==> config.mk <==
export PLATFORM = sky130hd
export DESIGN_NAME = branch_detector
export DESIGN_NICKNAME = d
export VERILOG_FILES = /design/src/rtl/branch_detector_pkg.sv /design/src/rtl/branch_detector_thread_number.sv /design/src/rtl/branch_detector.sv
export SDC_FILE = /design/constraint.sdc
export NUM_CORES = 1
export LEC_CHECK = 0
export CORE_MARGIN = 1
export CORE_UTILIZATION = 60
export DETAILED_ROUTE_END_ITERATION = 10
export HOLD_SLACK_MARGIN = 0.06
export PLACE_DENSITY = 0.83
export SYNTH_ARGS = -nofsm -noshare
export SYNTH_HDL_FRONTEND = slang
export SYNTH_HIERARCHICAL = 1
export SYNTH_SLANG_ARGS = --single-unit
==> constraint.sdc <==
create_clock -name clock -period 8.15 [get_ports clock]
set_clock_uncertainty 0.2 [all_clocks]
set_input_delay 1.2225 -clock clock [delete_from_list [all_inputs] [get_ports clock]]
set_output_delay 1.2225 -clock clock [all_outputs]
set_load 0.05 [all_outputs]
==> src/rtl/branch_detector_pkg.sv <==
// Shared constants for the branch detector: default Octavo sizing and pipeline shape.
package branch_detector_pkg;

    localparam int DEFAULT_PC_WIDTH           = 10;
    localparam int DEFAULT_THREAD_COUNT       = 8;
    localparam int DEFAULT_THREAD_COUNT_WIDTH = 3;

    // Total latency from pc to branch_reached; stage 0 is the compare stage.
    localparam int PIPE_DEPTH       = 2;
    localparam int THREAD_SLOT_INIT = 0;

endpackage

==> src/rtl/branch_detector_thread_number.sv <==
// Round-robin thread slot counter: advances every cycle and wraps at THREAD_COUNT-1.
module branch_detector_thread_number #(
    parameter int THREAD_COUNT       = 8,
    parameter int THREAD_COUNT_WIDTH = 3,
    parameter int INITIAL_THREAD     = 0
) (
    input  logic                          clock,
    input  logic                          reset,
    output logic [THREAD_COUNT_WIDTH-1:0] thread
);

    logic [THREAD_COUNT_WIDTH-1:0] thread_reg;
    logic [THREAD_COUNT_WIDTH-1:0] thread_next;

    always_comb begin
        thread_next = thread_reg + 1'b1;
        if (thread_reg == THREAD_COUNT_WIDTH'(THREAD_COUNT - 1)) begin
            thread_next = '0;
        end
    end

    always_ff @(posedge clock or posedge reset) begin
        if (reset) begin
            thread_reg <= THREAD_COUNT_WIDTH'(INITIAL_THREAD);
        end else begin
            thread_reg <= thread_next;
        end
    end

    assign thread = thread_reg;

endmodule

==> src/rtl/branch_detector.sv <==
// Per-thread branch origin/destination store; flags when a thread's pc hits its enabled origin.
module branch_detector
    import branch_detector_pkg::*;
#(
    parameter int PC_WIDTH           = DEFAULT_PC_WIDTH,
    parameter int THREAD_COUNT       = DEFAULT_THREAD_COUNT,
    parameter int THREAD_COUNT_WIDTH = DEFAULT_THREAD_COUNT_WIDTH
) (
    input  logic                clock,
    input  logic                reset,
    input  logic [PC_WIDTH-1:0] pc,
    input  logic                IO_Ready,
    input  logic                IO_Ready_previous,
    input  logic                load_origin,
    input  logic                load_destination,
    input  logic                load_disable,
    input  logic [PC_WIDTH-1:0] load_value,
    output logic                branch_reached,
    output logic                branch_reached_ready,
    output logic [PC_WIDTH-1:0] branch_destination
);

    localparam int STAGE_WIDTH = PC_WIDTH + 2;

    logic [THREAD_COUNT_WIDTH-1:0] slot;
    logic [PC_WIDTH-1:0]           origin_w [THREAD_COUNT];
    logic [PC_WIDTH-1:0]           dest_w   [THREAD_COUNT];
    logic [THREAD_COUNT-1:0]       enable_w;
    logic                          match;
    logic [STAGE_WIDTH-1:0]        stage_in;
    logic [STAGE_WIDTH-1:0]        pipe_reg [PIPE_DEPTH];

    branch_detector_thread_number #(
        .THREAD_COUNT       (THREAD_COUNT),
        .THREAD_COUNT_WIDTH (THREAD_COUNT_WIDTH),
        .INITIAL_THREAD     (THREAD_SLOT_INIT)
    ) u_thread_number (
        .clock  (clock),
        .reset  (reset),
        .thread (slot)
    );

    // Each thread owns its entry; only the thread in the current slot may be written.
    genvar gi;
    generate
        for (gi = 0; gi < THREAD_COUNT; gi++) begin : g_thread
            logic [PC_WIDTH-1:0] origin_reg;
            logic [PC_WIDTH-1:0] dest_reg;
            logic                enable_reg;
            logic                write_en;

            assign write_en = IO_Ready_previous && (slot == THREAD_COUNT_WIDTH'(gi));

            always_ff @(posedge clock or posedge reset) begin
                if (reset) begin
                    origin_reg <= '0;
                    dest_reg   <= '0;
                    enable_reg <= 1'b0;
                end else if (write_en) begin
                    if (load_origin) begin
                        origin_reg <= load_value;
                    end
                    if (load_destination) begin
                        dest_reg <= load_value;
                    end
                    if (load_disable) begin
                        enable_reg <= 1'b0;
                    end else if (load_origin) begin
                        enable_reg <= 1'b1;
                    end
                end
            end

            assign origin_w[gi] = origin_reg;
            assign dest_w[gi]   = dest_reg;
            assign enable_w[gi] = enable_reg;
        end
    endgenerate

    // Compare reads the pre-write state, so a same-cycle load shows up on the next pass.
    assign match    = enable_w[slot] && (pc == origin_w[slot]);
    assign stage_in = {match, IO_Ready, dest_w[slot]};

    always_ff @(posedge clock or posedge reset) begin
        if (reset) begin
            for (int i = 0; i < PIPE_DEPTH; i++) begin
                pipe_reg[i] <= '0;
            end
        end else begin
            pipe_reg[0] <= stage_in;
            for (int i = 1; i < PIPE_DEPTH; i++) begin
                pipe_reg[i] <= pipe_reg[i-1];
            end
        end
    end

    assign branch_reached       = pipe_reg[PIPE_DEPTH-1][STAGE_WIDTH-1];
    assign branch_reached_ready = pipe_reg[PIPE_DEPTH-1][STAGE_WIDTH-2];
    assign branch_destination   = pipe_reg[PIPE_DEPTH-1][PC_WIDTH-1:0];

endmodule

==> key figures, run 1 <==
Timing
  • Hold Fails Final Rpt: 0
  • Final setup vio count: 0
  • Rel. slew slack: 26.3%
  • FMAX: 289 MHz
  • Tightest hold margin: around 150 ps
  • Crit share post-route: a little over two fifths
  • Final Critical Period: ~3500 ps
  • Sum Neg Setup Slack: 0 ps
  • RSZ-0062 raised after global routing: no
  • Worst Tran Pin Value: roughly 1100 ps
  • Max Slew Vio Count: 0

CTS
  • Clk buf depth: 2
  • Post-CTS Setup Inserts: 0
  • H-Tree Depth: 4
  • CTS tree: done
  • Root buf cell: clkbuf_16
  • Clock network latency to the later pin of the worst-skew pair: 430 ps
  • Num CTS Buffers: 17
  • Sink Count: just under 200
  • CTS resizes: 0
  • Clock-pin slew on the worst setup and hold paths: 60 ps
  • Hold_buf cts: 0

GRT
  • Global Route Usage Sum: 24.9%
  • Total congestion overflow: 0
  • First-pass GRT wire length: about 26,000 µm
  • Largest net degree at the start of global routing: roughly 100
  • Vias in the first global route: around 4,900
  • Initial antenna violation count: 0

Placed design
  • IO Port Bufs: 38
  • Placer congestion estimate: about 0.76
  • DP Wirelength: 9880 µm
  • Placed inst area: 0.00892 mm²

Routing
  • 1st-iter DRT viols: 210
  • Vias post-DR: roughly 4,500
  • DRC: 0
  • DRT Pass-1 Iters: 4
  • Remaining antenna violation count: 0
  • Routed wire length: around 16,000 µm
  • Vias per inst: 6.04
  • Drt wl/cell: around 22 µm

Worst setup path
  • Crit path DAT: approximately 3600 ps
  • R2R Path End: g_thread[3].origin_reg[5]$_DFFE_PP0P_
  • Critical Path Source: IO_Ready_previous
  • Worst-path fanout max: 11
  • R2R depth: 4
  • Max incr delay on CP: approximately 850 ps
  • Critical-path cell list: clkdlybuf4s50_1 > nor2b_1 > nand2_1 > nor2_1 > mux2_2
  • Startpoint types: primary input
  • Crit Path Category: primary input to flip-flop
  • Reg-to-reg slack, setup: 5380 ps
  • CP max stage cell: nor2_1
  • Launch point of the worst reg-to-reg path: u_thread_number/thread[2]$_DFF_PP0_
  • Critical path capture point: g_thread[3].origin_reg[5]$_DFFE_PP0P_
  • Data required time of the critical path: around 8300 ps
  • Setup crit end kind: flip-flop

Cells and area
  • N_diodes: 0
  • Final net count: 575
  • Fin area: 0.00953 mm²
  • Commonest non-fill, non-tap cell in the layout: dfrtp_1
  • Reg area: around 0.005 mm²
  • Final Util: approximately two thirds
  • Fraction of layout cells with a size suffix above 1: between 40 and 50%
  • Area of the multi-input gates: approximately 0.0034 mm²
  • Most frequent cells in the layout: dfrtp_1, mux2_2, clkdlybuf4s50_1
  • Area Overhead vs Synth: 11.9%
  • Fillcell total: 919

Synth
  • Most area-hungry cell type in the Yosys netlist: dfrtp_1
  • Count of distinct cell types in the synthesized netlist: 32
  • Post-synthesis sequential area ratio: between 50% and 60%
  • Ys Warns: 6
  • FF+latch count, synth: around 200
  • Proportion of netlist area held by the largest area contributor: 57.3%
  • Mapped Nets: 555
  • Number of cells produced by synthesis: between 500 and 600
  • Area contributors post-synth: dfrtp_1, mux2_2, mux4_2
  • Post-Syn Area per Cell: about 16 µm²
  • Mapped cell area: around 0.0085 mm²

Floorplanning
  • Die Ht: 121 µm
  • Rows: 43
  • Die area: between 0.01 and 0.015 mm²
  • Starting Density: approximately 61%
  • Chip width: 121 µm
  • Core area: approximately 0.014 mm²
  • # IOs: 39

Power
  • Total power: ~0.0022 W
  • Leak: 3.99 nW
  • Maximum VDD drop: approximately 0.00015 V
  • P per Cell Area: ~240 mW/mm²

Min path
  • Min-delay worst type: flip-flop to flip-flop

Status
  • Status: completed

Run
  • Max-Cap Viols: 0
critical path, delay by kind of cell:
kind                   cells  cell delay [ps]
AND/OR/NAND/NOR            3             1390
buffers and inverters      1              520
multiplexers               1              430
power breakdown:
| group | internal, W | switching [W] | leakage [nW] | total [W] |
|---|---|---|---|---|
| clock network | 0.000506 | 0.000347 | 0.289 | 0.000853 |
| registers | 0.00109 | 0.0000556 | 2.36 | 0.00114 |
| logic | 0.000147 | 0.000107 | 1.34 | 0.000254 |
| total | 0.00174 | 0.000509 | 3.99 | 0.00225 |
Yosys cell counts:
cell / count
nand2_1: 4
o22a_1: 6
nand3_1: 7
ha_1: 2
nand3b_1: 1
nand4_1: 1
buf_8: 1
a22oi_1: 1
inv_1: 4
buf_1: 1
mux2_1: 1
nor2_2: 6
buf_6: 3
nor3_1: 1
xor2_1: 9
nor2_1: 9
and4_1: 1
nand2b_1: 4
a32oi_1: 1
buf_2: 15
mux2_2: 170
mux2i_1: 13
a21oi_1: 1
clkbuf_1: 12
mux4_2: 36
buf_4: 12
mux4_1: 4
o2111ai_1: 1
nor2b_1: 2
dfrtp_1: 195
nor3_2: 1
a31oi_1: 1
final cells by class:
class	instances	area share, %
clock buffers	23	5.02
clock inverters	9	1.34
inverters	4	0.236
multi-input cells	283	35.3
flip-flops and latches	195	51.2
well taps	180	2.36
repair buffers	45	4.54
stage by stage:
stage	setup slack (ps)	cells
2_1_floorplan	1500	526
3_3_place_gp	4380	707
3_5_place_dp	4290	707
4_1_cts	4730	739
5_1_grt	4540	739
6_report	4690	739
routing by layer:
metal / vias to the layer above / track usage [%] / wire [µm]
met5: - / 0 / 0
met3: 20 / 4.42 / 474
met1: 2405 / 34.0 / 7220
met2: 79 / 40.3 / 8170
met4: 0 / 9.18 / 292
li1: 1958 / - / -
cells by family after synthesis:
| family | after synthesis | synth area share [%] |
|---|---|---|
| fa+ha+maj | 2 | 0.294 |
| compound gates | 11 | 1.04 |
| xor+xnor | 9 | 0.925 |
| flops | 195 | 57.3 |
| mux | 224 | 34.9 |
| buf+inv | 48 | 3.26 |
| simple gates | 37 | 2.31 |
worst min path at each step:
stage,slack (ps),endpoint,depth (start not counted),start
6_report,150,branch_destination[2]$_DFF_PP0_,0,pipe_reg[14]$_DFF_PP0_
5_1_grt,160,branch_destination[5]$_DFF_PP0_,0,pipe_reg[17]$_DFF_PP0_
4_1_cts,150,branch_destination[8]$_DFF_PP0_,0,pipe_reg[20]$_DFF_PP0_
3_5_place_dp,140,branch_destination[8]$_DFF_PP0_,0,pipe_reg[20]$_DFF_PP0_
3_3_place_gp,130,branch_reached_ready$_DFF_PP0_,0,pipe_reg[22]$_DFF_PP0_
2_1_floorplan,130,branch_destination[0]$_DFF_PP0_,0,pipe_reg[12]$_DFF_PP0_
(Power assumes the default switching activity.)
==> inputs of run 2 (changes only) <==
==> constraint.sdc (replaced) <==
create_clock -name clock -period 3.5 [get_ports clock]
set_clock_uncertainty 0.2 [all_clocks]
set_input_delay 0.525 -clock clock [delete_from_list [all_inputs] [get_ports clock]]
set_output_delay 0.525 -clock clock [all_outputs]
set_load 0.05 [all_outputs]
==> run 2 against run 1 <==
Compared with the run above:
- sequential share of layout area decreased by 0.66 points
- routed wire length increased by 1.9%
- design area increased by 1.3%
- first-iteration DRC count increased by 29%
- global-route usage increased by 0.10 points
- critical path type is now flip-flop to flip-flop
- highest routed layer unchanged
==> key figures, run 2 (synthesis gave the netlist of run 1 again) <==
GRT
  • Global Route Usage Sum: 25.0% (+0.10 points)
  • Initial antenna violation count: 0 (unchanged)
  • First-pass GRT wire length: 26,500 µm (+0.26%)
  • Total congestion overflow: 0 (unchanged)
  • Largest net degree at the start of global routing: 80 (-23%)
  • Vias in the first global route: 4,800 (-1.3%)

CTS
  • CTS tree: done
  • H-Tree Depth: 4 (unchanged)
  • Clock-pin slew on the worst setup and hold paths: 70 ps (about the same)
  • Clk buf depth: 2 (unchanged)
  • Sink Count: 195 (unchanged)
  • CTS resizes: 0 (unchanged)
  • Root buf cell: clkbuf_16
  • Clock network latency to the later pin of the worst-skew pair: 420 ps (about the same)
  • Post-CTS Setup Inserts: 0 (unchanged)
  • Num CTS Buffers: 17 (unchanged)
  • Hold_buf cts: 0 (unchanged)

Cells and area
  • Final net count: 590 (+2.6%)
  • Commonest non-fill, non-tap cell in the layout: dfrtp_1
  • Most frequent cells in the layout: dfrtp_1, mux2_2, clkdlybuf4s50_1
  • Area Overhead vs Synth: 13.3%
  • Fin area: 0.00965 mm² (+1.3%)
  • N_diodes: 0 (unchanged)
  • Fraction of layout cells with a size suffix above 1: 47.0% (+2.0 points)

Worst setup path
  • Worst-path fanout max: 14 (+3)
  • Startpoint types: flip-flop
  • Setup crit end kind: flip-flop
  • Crit Path Category: flip-flop to flip-flop
  • Data required time of the critical path: 3610 ps (-4650 ps)
  • Crit path DAT: 2660 ps (-910 ps)

Floorplanning
  • Die Ht: 121 µm (unchanged)
  • Die area: 0.0147 mm² (unchanged)
  • # IOs: 39 (unchanged)
  • Starting Density: 61.4% (unchanged)
  • Rows: 43 (unchanged)
  • Chip width: 121 µm (unchanged)
  • Core area: 0.0139 mm² (unchanged)

Status
  • Status: completed

Power
  • Leak: 4.08 nW (+2.2%)
  • Flop pwr share: 51.0% (+0.2 points)
  • Internal power: 0.00404 W (+130%)
  • Comb power frac: 11.5% (+0.2 points)
  • Psw: 0.00118 W (+130%)
  • Maximum VDD drop: 0.000432 V (+190%)
  • P per Cell Area: 541 mW/mm² (+130%)
  • Total power: 0.00522 W (+130%)
  • Clk network pwr share: 37.5% (-0.4 points)
  • Switch share: 22.6% (-0.053 points)

Routing
  • 1st-iter DRT viols: 271 (+29%)
  • Drt wl/cell: 21.8 µm (about the same)
  • Remaining antenna violation count: 0 (unchanged)
  • Routed wire length: 16,500 µm (+1.9%)
  • DRT Pass-1 Iters: 4 (unchanged)
  • DRC: 0 (unchanged)
  • Vias post-DR: 4,553 (+2.0%)
  • Vias per inst: 6.04 (about the same)

Placed design
  • Placer congestion estimate: 0.789 (+3.2%)
  • IO Port Bufs: 38 (unchanged)
  • DP Wirelength: 10,700 µm (+8.1%)
  • Placed inst area: 0.00904 mm² (+1.4%)

Timing
  • FMAX: just under 400 MHz
  • Final setup vio count: 0 (unchanged)
  • RSZ-0062 raised after global routing: no
  • Max Slew Vio Count: 0 (unchanged)
  • Worst Tran Pin Value: 956 ps (-146 ps)
  • Sum Neg Setup Slack: 0 ps (unchanged)
  • Final Critical Period: 2550 ps
  • Crit share post-route: approximately 73%
  • Rel. slew slack: 36.1% (+9.7 points)
  • Hold Fails Final Rpt: 0 (unchanged)

Run
  • Max-Cap Viols: 0 (unchanged)

Min path
  • Min-delay worst type: flip-flop to flip-flop
[run 2: cell types whose count changed in the layout (fill, tap and decap cells not counted)]
cell       before  now
buf_4           7   21
clkbuf_1        3    0
clkbuf_8        3    6
clkinv_2        3    5
buf_12          0    1
bufinv_16       3    2
inv_8           1    0
[run 2: power groups by stage]
stage / sequential (W) / clock [W] / combinational, W
after global routing: 0.00269 / 0.00208 / 0.000648
final: 0.00266 / 0.00196 / 0.000598
after floorplan: 0.00266 / 0 / 0.000475
after CTS: 0.00266 / 0.00200 / 0.000606
after detailed placement: 0.00270 / 0 / 0.000603
after global placement: 0.00268 / 0 / 0.000576
[run 2: worst paths after layout]
check | startpoint | end | slack, ps | cells past startpoint
worst max-delay path | u_thread_number/thread[2]$_DFF_PP0_ | g_thread[4].origin_reg[8]$_DFFE_PP0P_ | 950 | 4
worst min-delay path | pipe_reg[12]$_DFF_PP0_ | branch_destination[0]$_DFF_PP0_ | 150 | 0
worst max register to register | u_thread_number/thread[2]$_DFF_PP0_ | g_thread[4].origin_reg[8]$_DFFE_PP0P_ | 950 | 4
worst min register to register | pipe_reg[12]$_DFF_PP0_ | branch_destination[0]$_DFF_PP0_ | 150 | 0
max in group asynchronous | reset | g_thread[5].dest_reg[0]$_DFFE_PP0P_ | 2140 | 3
min in group asynchronous | reset | u_thread_number/thread[0]$_DFF_PP0_ | 160 | 2
[run 2: metal layers]
metal  global-route usage [%]  up-vias  routed length, µm  share of wire [%]
met5                        0        -                  0                  0
met4                     8.41        0                212                1.3
met3                     4.79       15                564                3.4
met2                     40.1       93               8310                 50
met1                     34.6     2465               7380                 45
li1                         -     1980                  -                  -
[run 2: final cells by class]
cell class | count | area [µm²]
sequential | 195 | 4880
clock buffer | 23 | 508
inverter | 4 | 18.8
multi-input combinational | 283 | 3360
fill | 915 | 4230
clock inverter | 9 | 100
timing repair buffer | 60 | 558
tap | 180 | 225
[run 2: critical path, stage by stage, from the launching register on]
cell and delay (ps):
dfrtp_1 670, buf_4 350, nand3_1 170, nand2b_1 560, mux2_1 490
[run 2: through the flow]
stage	instances	util [%]	setup slack, ps	hold slack, ps
finish	754	69.5	946	148
global route	754	69.5	739	155
CTS	754	69.5	941	141
detailed placement	722	65.2	563	135
global placement	722	65.2	716	133
floorplan	526	-	299	78.6
